### src/rtl/ram_reader.sv
// ram_reader: streams RAM words 0..RAM_SIZE-1 through a 2-entry FIFO with a valid/ready handshake.
// Optional build macro RAM_READER_CHECKSUM_EN adds a running modulo-2^RAM_WIDTH checksum of transferred words.
module ram_reader #(
  parameter int RAM_WIDTH  = 8,
  parameter int RAM_SIZE   = 256,
  parameter int ADDR_WIDTH = 8
) (
  input  logic                  clk,
  input  logic                  reset,
  input  logic                  start,
  output logic                  finished,
  output logic [ADDR_WIDTH-1:0] address,
  output logic                  write_enable,
  input  logic [RAM_WIDTH-1:0]  ram_out,
  output logic [RAM_WIDTH-1:0]  dout,
  output logic                  dout_valid,
  input  logic                  dout_ready,
  output logic [RAM_WIDTH-1:0]  checksum
);

  typedef enum logic [1:0] {IDLE, READ, DRAIN, DONE} state_t;

  localparam logic [ADDR_WIDTH:0] LAST_ADDR = (ADDR_WIDTH + 1)'(RAM_SIZE - 1);

  state_t               state;
  logic [ADDR_WIDTH:0]  next_addr;
  logic                 in_flight;
  logic [RAM_WIDTH-1:0] fifo_mem [2];
  logic                 rd_ptr;
  logic                 wr_ptr;
  logic [1:0]           fifo_count;
  logic [2:0]           credit;
  logic                 pop;
  logic                 issue;
  logic                 last_pop;

  assign write_enable = 1'b0;
  assign dout_valid   = (fifo_count != 2'd0);
  assign dout         = fifo_mem[rd_ptr];
  assign pop          = dout_valid & dout_ready;

  // Buffered words plus the read still landing, minus the word leaving now,
  // must leave room for one more, so the 2-entry FIFO can never overflow.
  assign credit   = {1'b0, fifo_count} + {2'b00, in_flight} - {2'b00, pop};
  assign issue    = (state == READ) && (credit < 3'd2);
  assign last_pop = pop && (fifo_count == 2'd1) && !in_flight;

  always_ff @(posedge clk) begin
    if (reset) begin
      state       <= IDLE;
      next_addr   <= '0;
      address     <= '0;
      in_flight   <= 1'b0;
      fifo_mem[0] <= '0;
      fifo_mem[1] <= '0;
      rd_ptr      <= 1'b0;
      wr_ptr      <= 1'b0;
      fifo_count  <= 2'd0;
      finished    <= 1'b0;
    end else begin
      finished  <= 1'b0;
      in_flight <= issue;

      if (issue) begin
        address   <= next_addr[ADDR_WIDTH-1:0];
        next_addr <= next_addr + 1'b1;
      end

      // RAM data returns the cycle after the address was issued.
      if (in_flight) begin
        fifo_mem[wr_ptr] <= ram_out;
        wr_ptr           <= ~wr_ptr;
      end

      if (pop) begin
        rd_ptr <= ~rd_ptr;
      end

      case ({in_flight, pop})
        2'b10:   fifo_count <= fifo_count + 2'd1;
        2'b01:   fifo_count <= fifo_count - 2'd1;
        default: fifo_count <= fifo_count;
      endcase

      case (state)
        IDLE: begin
          if (start) begin
            state     <= READ;
            next_addr <= '0;
          end
        end
        READ: begin
          if (issue && (next_addr == LAST_ADDR)) begin
            state <= DRAIN;
          end
        end
        DRAIN: begin
          if (last_pop) begin
            state    <= DONE;
            finished <= 1'b1;
          end
        end
        DONE: begin
          state <= IDLE;
        end
        default: begin
          state <= IDLE;
        end
      endcase
    end
  end

`ifdef RAM_READER_CHECKSUM_EN
  logic [RAM_WIDTH-1:0] sum;

  // Cleared as a pass begins, then holds its final value through DONE and IDLE.
  always_ff @(posedge clk) begin
    if (reset) begin
      sum <= '0;
    end else if ((state == IDLE) && start) begin
      sum <= '0;
    end else if (pop) begin
      sum <= sum + dout;
    end
  end

  assign checksum = sum;
`else
  assign checksum = '0;
`endif

endmodule

### config.mk
export PLATFORM = sky130hd
export DESIGN_NAME = ram_reader
export DESIGN_NICKNAME = d
export VERILOG_FILES = /design/src/rtl/ram_reader.sv
export SDC_FILE = /design/constraint.sdc
export NUM_CORES = 1
export LEC_CHECK = 0
export CAP_MARGIN = 20
export CELL_PAD_IN_SITES_DETAIL_PLACEMENT = 1
export CELL_PAD_IN_SITES_GLOBAL_PLACEMENT = 2
export CORE_UTILIZATION = 42
export CTS_BUF_LIST = sky130_fd_sc_hd__clkbuf_16
export CTS_CLUSTER_SIZE = 28
export DETAILED_ROUTE_END_ITERATION = 8
export DONT_BUFFER_PORTS = 1
export PLACE_DENSITY_LB_ADDON = 0.15
export SYNTH_ARGS = -nofsm -noshare
export SYNTH_HDL_FRONTEND = slang
export SYNTH_SLANG_ARGS = --single-unit
### constraint.sdc
create_clock -name clk -period 3.93 [get_ports clk]
set_clock_uncertainty 0.05 [all_clocks]
set_input_delay 0.786 -clock clk [delete_from_list [all_inputs] [get_ports clk]]
set_output_delay 0.786 -clock clk [all_outputs]
set_load 0.05 [all_outputs]
==> flow_summary.ini, run 1 <==
[timing]
fmax_mhz = 317.6
hold_violations = 0
min_period_ns = 3.149
setup_viol = 0
worst_pin_slew_ns = 0.6455
final_max_slew_viol_count = 0
rsz0062_at_grt = no
setup-tns-final_ns = 0
slew_headroom = 0.5696
fin_crit_sh = 0.8011
whs_ns = 0.4397

[yosys]
ys_ff_latch = 42
syn-instance-count = 189
synth_area_leader_cell = dfxtp_1
synth_seq_area_share = 0.5000
yosysWarnings = 0
syn_area_per_cell_um2 = 10.59
synthTopCellsByArea = dfxtp_1 26%, edfxtp_1 24%, and2_1 5.0%
syn-cell-area_um2 = 2002
synth_top_area_share = 0.2600
yosysUniqueCellTypes = 37

[global_routing]
grt_pass1_wl_mm = 6.175
grtUsageTotal = 0.1611
grt_overflow = 0
grt_start_max_net_pins = 18
antenna_found_initial = 0
grt_pass1_vias = 1296

[layout]
layout-drive-gt1-share = 0.1164
final_cell_area_um2 = 2162
n_antenna_cell = 0
nets = 209
area_growth_pct = 8.000

[placement]
port_buffers = 0
dpl_cell_area_um2 = 1993
place_hpwl_mm = 2.776
gp_congestion = 0.7466

[setup_path]
crit_arrival_ns = 3.27
critPathLaunchType = register
path_class = reg -> reg
worst_ep_required_time_ns = 4.05
worstPathMaxFanout = 12
worstSetupEndpointType = register

[clock_network]
clock_path_buffers = 2
cts_resized = 0
tritoncts = yes
cts.clk_slew.worst_paths_ns = 0.06
cts_sinks = 42
clk_latency_ns = 0.28
cts_buffers = 5
cts_root_buf = clkbuf_16
cts-hold-fix-buffers = 0
cts_setup_buffers = 0
cts.htree.levels = 2

[power_and_ir_drop]
p_per_area_nw_per_um2 = 766.2
p_leak_nw = 0.8387
ir_drop_v = 0.0002320

[floorplan]
die_h_um = 71.04
start_util = 0.4474
coreArea_um2 = 4474
ios = 39
die_x_um = 71.04
rows = 24
die_area_um2 = 5047

[routing]
wl_per_cell_um = 15.49
drt_first_iter_violations = 42
dr.pass1.iters = 6
drt-vias-per-instance = 5.237
ant_nets = 0
wl_mm = 3.734
drc = 0
num_vias = 1262

[worst_hold_path]
worstHoldPathType = reg -> reg

[outcome]
status = finished, final reports clean

[run]
maxCapViolCount = 0
[worst max-delay path: stages (launching register included)]
cell     delay, ns
dfxtp_1       0.44
inv_1         0.10
ha_1          0.21
and2b_1       0.28
xnor2_1       0.15
nand2_1       0.11
fa_1          0.42
xnor2_2       0.31
and3_1        0.63
mux2i_1       0.28
nor2_1        0.06
[metal layers]
layer / vias up / global-route usage / share of wire
met3: 2 / 0.04416 / 0.046
met4: 0 / 0.05333 / 0.0046
met5: - / 0 / 0
met1: 614 / 0.1741 / 0.42
met2: 25 / 0.3024 / 0.53
li1: 621 / - / -
[report_power, final]
part	internal [mW]	switching, mW	leakage (nW)
clock network	0.301	0.164	0.0842
registers	0.524	0.0624	0.377
logic	0.206	0.399	0.378
[cell families after synthesis]
| family | synth area share |
|---|---|
| multiplexers | 0.08000 |
| other | 0.001873 |
| adder cells (fa/ha/maj) | 0.06000 |
| buffers and inverters | 0.07062 |
| XOR/XNOR | 0.04313 |
| AND/OR/NAND/NOR | 0.1875 |
| AO/OA/AOI/OAI | 0.05687 |
| flip-flops | 0.5000 |
[sequential cells by signal, indices dropped and copies added (netlist names), named ones only]
signal and count:
finished 1, state 2, fifo_mem 16, fifo_count 2, address 8, next_addr 9, wr_ptr 1, in_flight 1
rd_ptr 1
[layout make-up]
class	count	area, µm²
fillers	493	2312
flip-flops and latches	42	1001
multi-input cells	129	889.6
clock buffers	5	125.1
well taps	52	65.06
clock inverters	3	43.79
inverters	10	37.54
[layout by cell type, fill, tap and decap left out, types with 2 or more instances in the layout]
master / count
nor3b_1: 2
o21ai_0: 3
or2_2: 3
a21oi_1: 5
ha_1: 8
mux2i_1: 7
or3_1: 3
xor2_1: 3
inv_1: 10
nor2_1: 18
nand3_1: 3
xnor2_1: 5
and3_1: 6
nand2_1: 11
mux2_2: 8
edfxtp_1: 16
a31oi_1: 2
nand4_1: 4
and2_1: 16
o21a_1: 2
clkbuf_16: 5
dfxtp_1: 26
conb_1: 9
[stage by stage]
stage / util / cells / setup slack [ns] / total power, mW
4_1_cts: 0.4832 / 241 / 0.7436 / 1.677
3_5_place_dp: 0.4455 / 233 / 0.7789 / 1.206
2_1_floorplan: - / 197 / 1.204 / 1.141
5_1_grt: 0.4832 / 241 / 0.5182 / 1.749
3_3_place_gp: 0.4455 / 233 / 0.8867 / 1.176
6_report: 0.4832 / 241 / 0.7815 / 1.657
[synth_stat cells]
library cell,count
buf_4,9
a31oi_1,2
mux2i_1,7
o21a_1,2
nand2_1,11
or4_1,1
buf_6,1
nand4_1,4
nand3_2,1
a21oi_1,5
clkbuf_1,4
ha_1,8
nor3b_1,2
a211oi_2,1
dfxtp_1,26
nor2_1,18
fa_1,1
nand3_1,3
xnor2_1,5
xor2_1,3
and2b_1,1
nand4bb_1,1
a22o_1,1
buf_2,2
and3_1,6
conb_1,1
mux2_2,8
and2_1,16
inv_1,10
or2_2,3
o31ai_1,1
o311a_1,1
or3_1,3
edfxtp_1,16
a21o_1,1
xnor2_2,1
o21ai_0,3
[path summary, 6_finish.rpt]
kind | startpoint | end | slack, ns | cells after the start
min | next_addr[7] | address[7] | 0.44 | 2
min reg2reg | next_addr[7] | address[7] | 0.44 | 2
max reg2reg | fifo_count[1] | address[6] | 0.78 | 10
max | fifo_count[1] | address[6] | 0.78 | 10
No activity file was read; power rests on OpenSTA's default activity.
==> run 2: changes to the inputs <==
Settings changed: CORE_UTILIZATION 42 to 35.
Clock period 3.93 ns to 2.88 ns, I/O delays scaled along.
==> flow_summary.ini, run 2 (synthesis results as in run 1) <==
[power_and_ir_drop]
p_total_mw = 2.364
ir_drop_v = 0.0003953
p_leak_nw = 0.8562
intPower_mw = 1.435
p_seq_frac = 0.335
p_per_area_nw_per_um2 = 1052
power.share.combinational = 0.427
pwr-share-clk = 0.238
switching_share = 0.3928
p_switching_uw = 928.5

[timing]
fin_crit_sh = 0.9373
fin_ws_ns = 0.1806
rsz0062_at_grt = no
hold_violations = 0
slew_headroom = 0.6549
setup_viol = 0
fmax_mhz = 370.4
worst_pin_slew_ns = 0.5169
min_period_ns = 2.699
setup-tns-final_ns = 0
final_max_slew_viol_count = 0

[setup_path]
path_class = reg -> reg
worst_ep_required_time_ns = 2.98
worstSetupEndpointType = register
regToRegSetupSlack_ns = 0.18
critPathLaunchType = register
r2r_end = next_addr[7]
startpoint = fifo_count[0]
regToRegStartpoint = fifo_count[0]
crit_arrival_ns = 2.80
worstPathMaxFanout = 5
ff2ff_path_depth = 11

[global_routing]
grt_pass1_wl_mm = 6.527
grt_pass1_vias = 1324
grtUsageTotal = 0.1449
grt_start_max_net_pins = 18
antenna_found_initial = 0
grt_overflow = 0

[worst_hold_path]
worstHoldPathType = in -> reg
holdPathStages = 1
hp-start = reset
whs_endpoint = rd_ptr

[floorplan]
die_x_um = 77.63
rows = 27
die_area_um2 = 6026
die_h_um = 77.63
coreArea_um2 = 5507
start_util = 0.3636
ios = 39

[routing]
highest_layer = met4
drt-vias-per-instance = 4.831
ant_nets = 0
drc = 0
dr_wl_met2_mm = 2.146
num_vias = 1290
met1_length_mm = 1.669
wl_mm = 4.089
wl_met3_um = 217
drt_first_iter_violations = 43
wl_per_cell_um = 15.31
dr.pass1.iters = 4

[layout]
final_core_util = 0.4079
multi_input_area_um2 = 918.4
n_antenna_cell = 0
final_common_cell = dfxtp_1
reg_top3 = fifo_mem (16), next_addr (9), address (8)
final_cell_mix = 26 x dfxtp_1, 18 x nor2_1, 16 x and2_1, 16 x edfxtp_1, 11 x nand2_1
final-seq-area_um2 = 1001
area_growth_pct = 12.19
nets = 215
largest_register_ffs = 16
layout-drive-gt1-share = 0.1590
final.fill_count = 612
top_register = fifo_mem

[clock_network]
cts_root_buf = clkbuf_16
cts-hold-fix-buffers = 0
clk_latency_ns = 0.28
clock_path_buffers = 2
cts_sinks = 42
tritoncts = yes
cts.clk_slew.worst_paths_ns = 0.06
cts_buffers = 5
cts.htree.levels = 2

[placement]
place_ws_ns = 0.06340
port_buffers = 0
place_hpwl_mm = 2.852
gp_congestion = 0.7082

[outcome]
status = finished, final reports clean

[run]
maxCapViolCount = 0
run 2: worst max path at each step:
stage                        end  slack (ns)
finish              next_addr[7]        0.18
global placement    next_addr[6]        0.16
CTS                 next_addr[7]        0.02
floorplan             address[2]        0.20
global route        next_addr[7]       0.005
detailed placement  next_addr[6]        0.06
run 2: final cells by class:
class / instances / share of cell area
sequential: 42 / 0.4457
multi-input combinational: 129 / 0.4089
clock buffer: 5 / 0.05571
tap: 72 / 0.04011
timing repair buffer: 6 / 0.02173
inverter: 10 / 0.01671
clock inverter: 3 / 0.01114
run 2: worst max-delay path: stages (launching register included):
cell	delay, ns
dfxtp_1	0.36
inv_1	0.08
ha_1	0.23
and2b_2	0.27
xnor2_1	0.14
nand2_1	0.12
fa_2	0.42
xnor2_4	0.23
nand4_1	0.17
buf_4	0.18
o21ai_0	0.20
a21oi_1	0.11
run 2: layer usage:
metal,global-route usage,vias to the layer above
li1,-,634
met1,0.1557,627
met2,0.2566,25
met3,0.04706,4
met4,0.06604,0
met5,0,-
run 2: power by group through the flow:
stage / Combinational [mW] / Sequential [mW] / Clock [mW]
finish: 1.01 / 0.792 / 0.562
global route: 1.09 / 0.807 / 0.597
CTS: 0.939 / 0.795 / 0.576
detailed placement: 0.889 / 0.808 / 0
global placement: 0.849 / 0.798 / 0
floorplan: 0.784 / 0.773 / 0
run 2: metrics by stage:
stage                     instances  hold WS, ns  area [µm²]
after floorplan                 197       0.4003        2032
after global placement          256       0.4292        2041
after detailed placement        256       0.4261        2041
after CTS                       266       0.3047        2206
after global routing            267       0.3028        2246
final                           267       0.3117        2246
run 2: timing repair:
item | in CTS | in global routing
pin swaps | 1 | 3
gates resized for setup | 0 | 6
setup endpoints to repair | 1 | 16
setup buffers | 2 | 1
endpoints found under the hold margin | 0 | 0
==> run 3: changes to the inputs <==
==> constraint.sdc (replaced) <==
create_clock -name clk -period 2.88 [get_ports clk]
set_clock_uncertainty 0.05 [all_clocks]
set_input_delay 0.288 -clock clk [delete_from_list [all_inputs] [get_ports clk]]
set_output_delay 0.288 -clock clk [all_outputs]
set_load 0.05 [all_outputs]
==> results of run 3 <==
Same layout as run 2 (identical final DEF). Status: finished, final reports clean.
Main changes from that run: hold slack 0.3117 ns -> 0.02368 ns
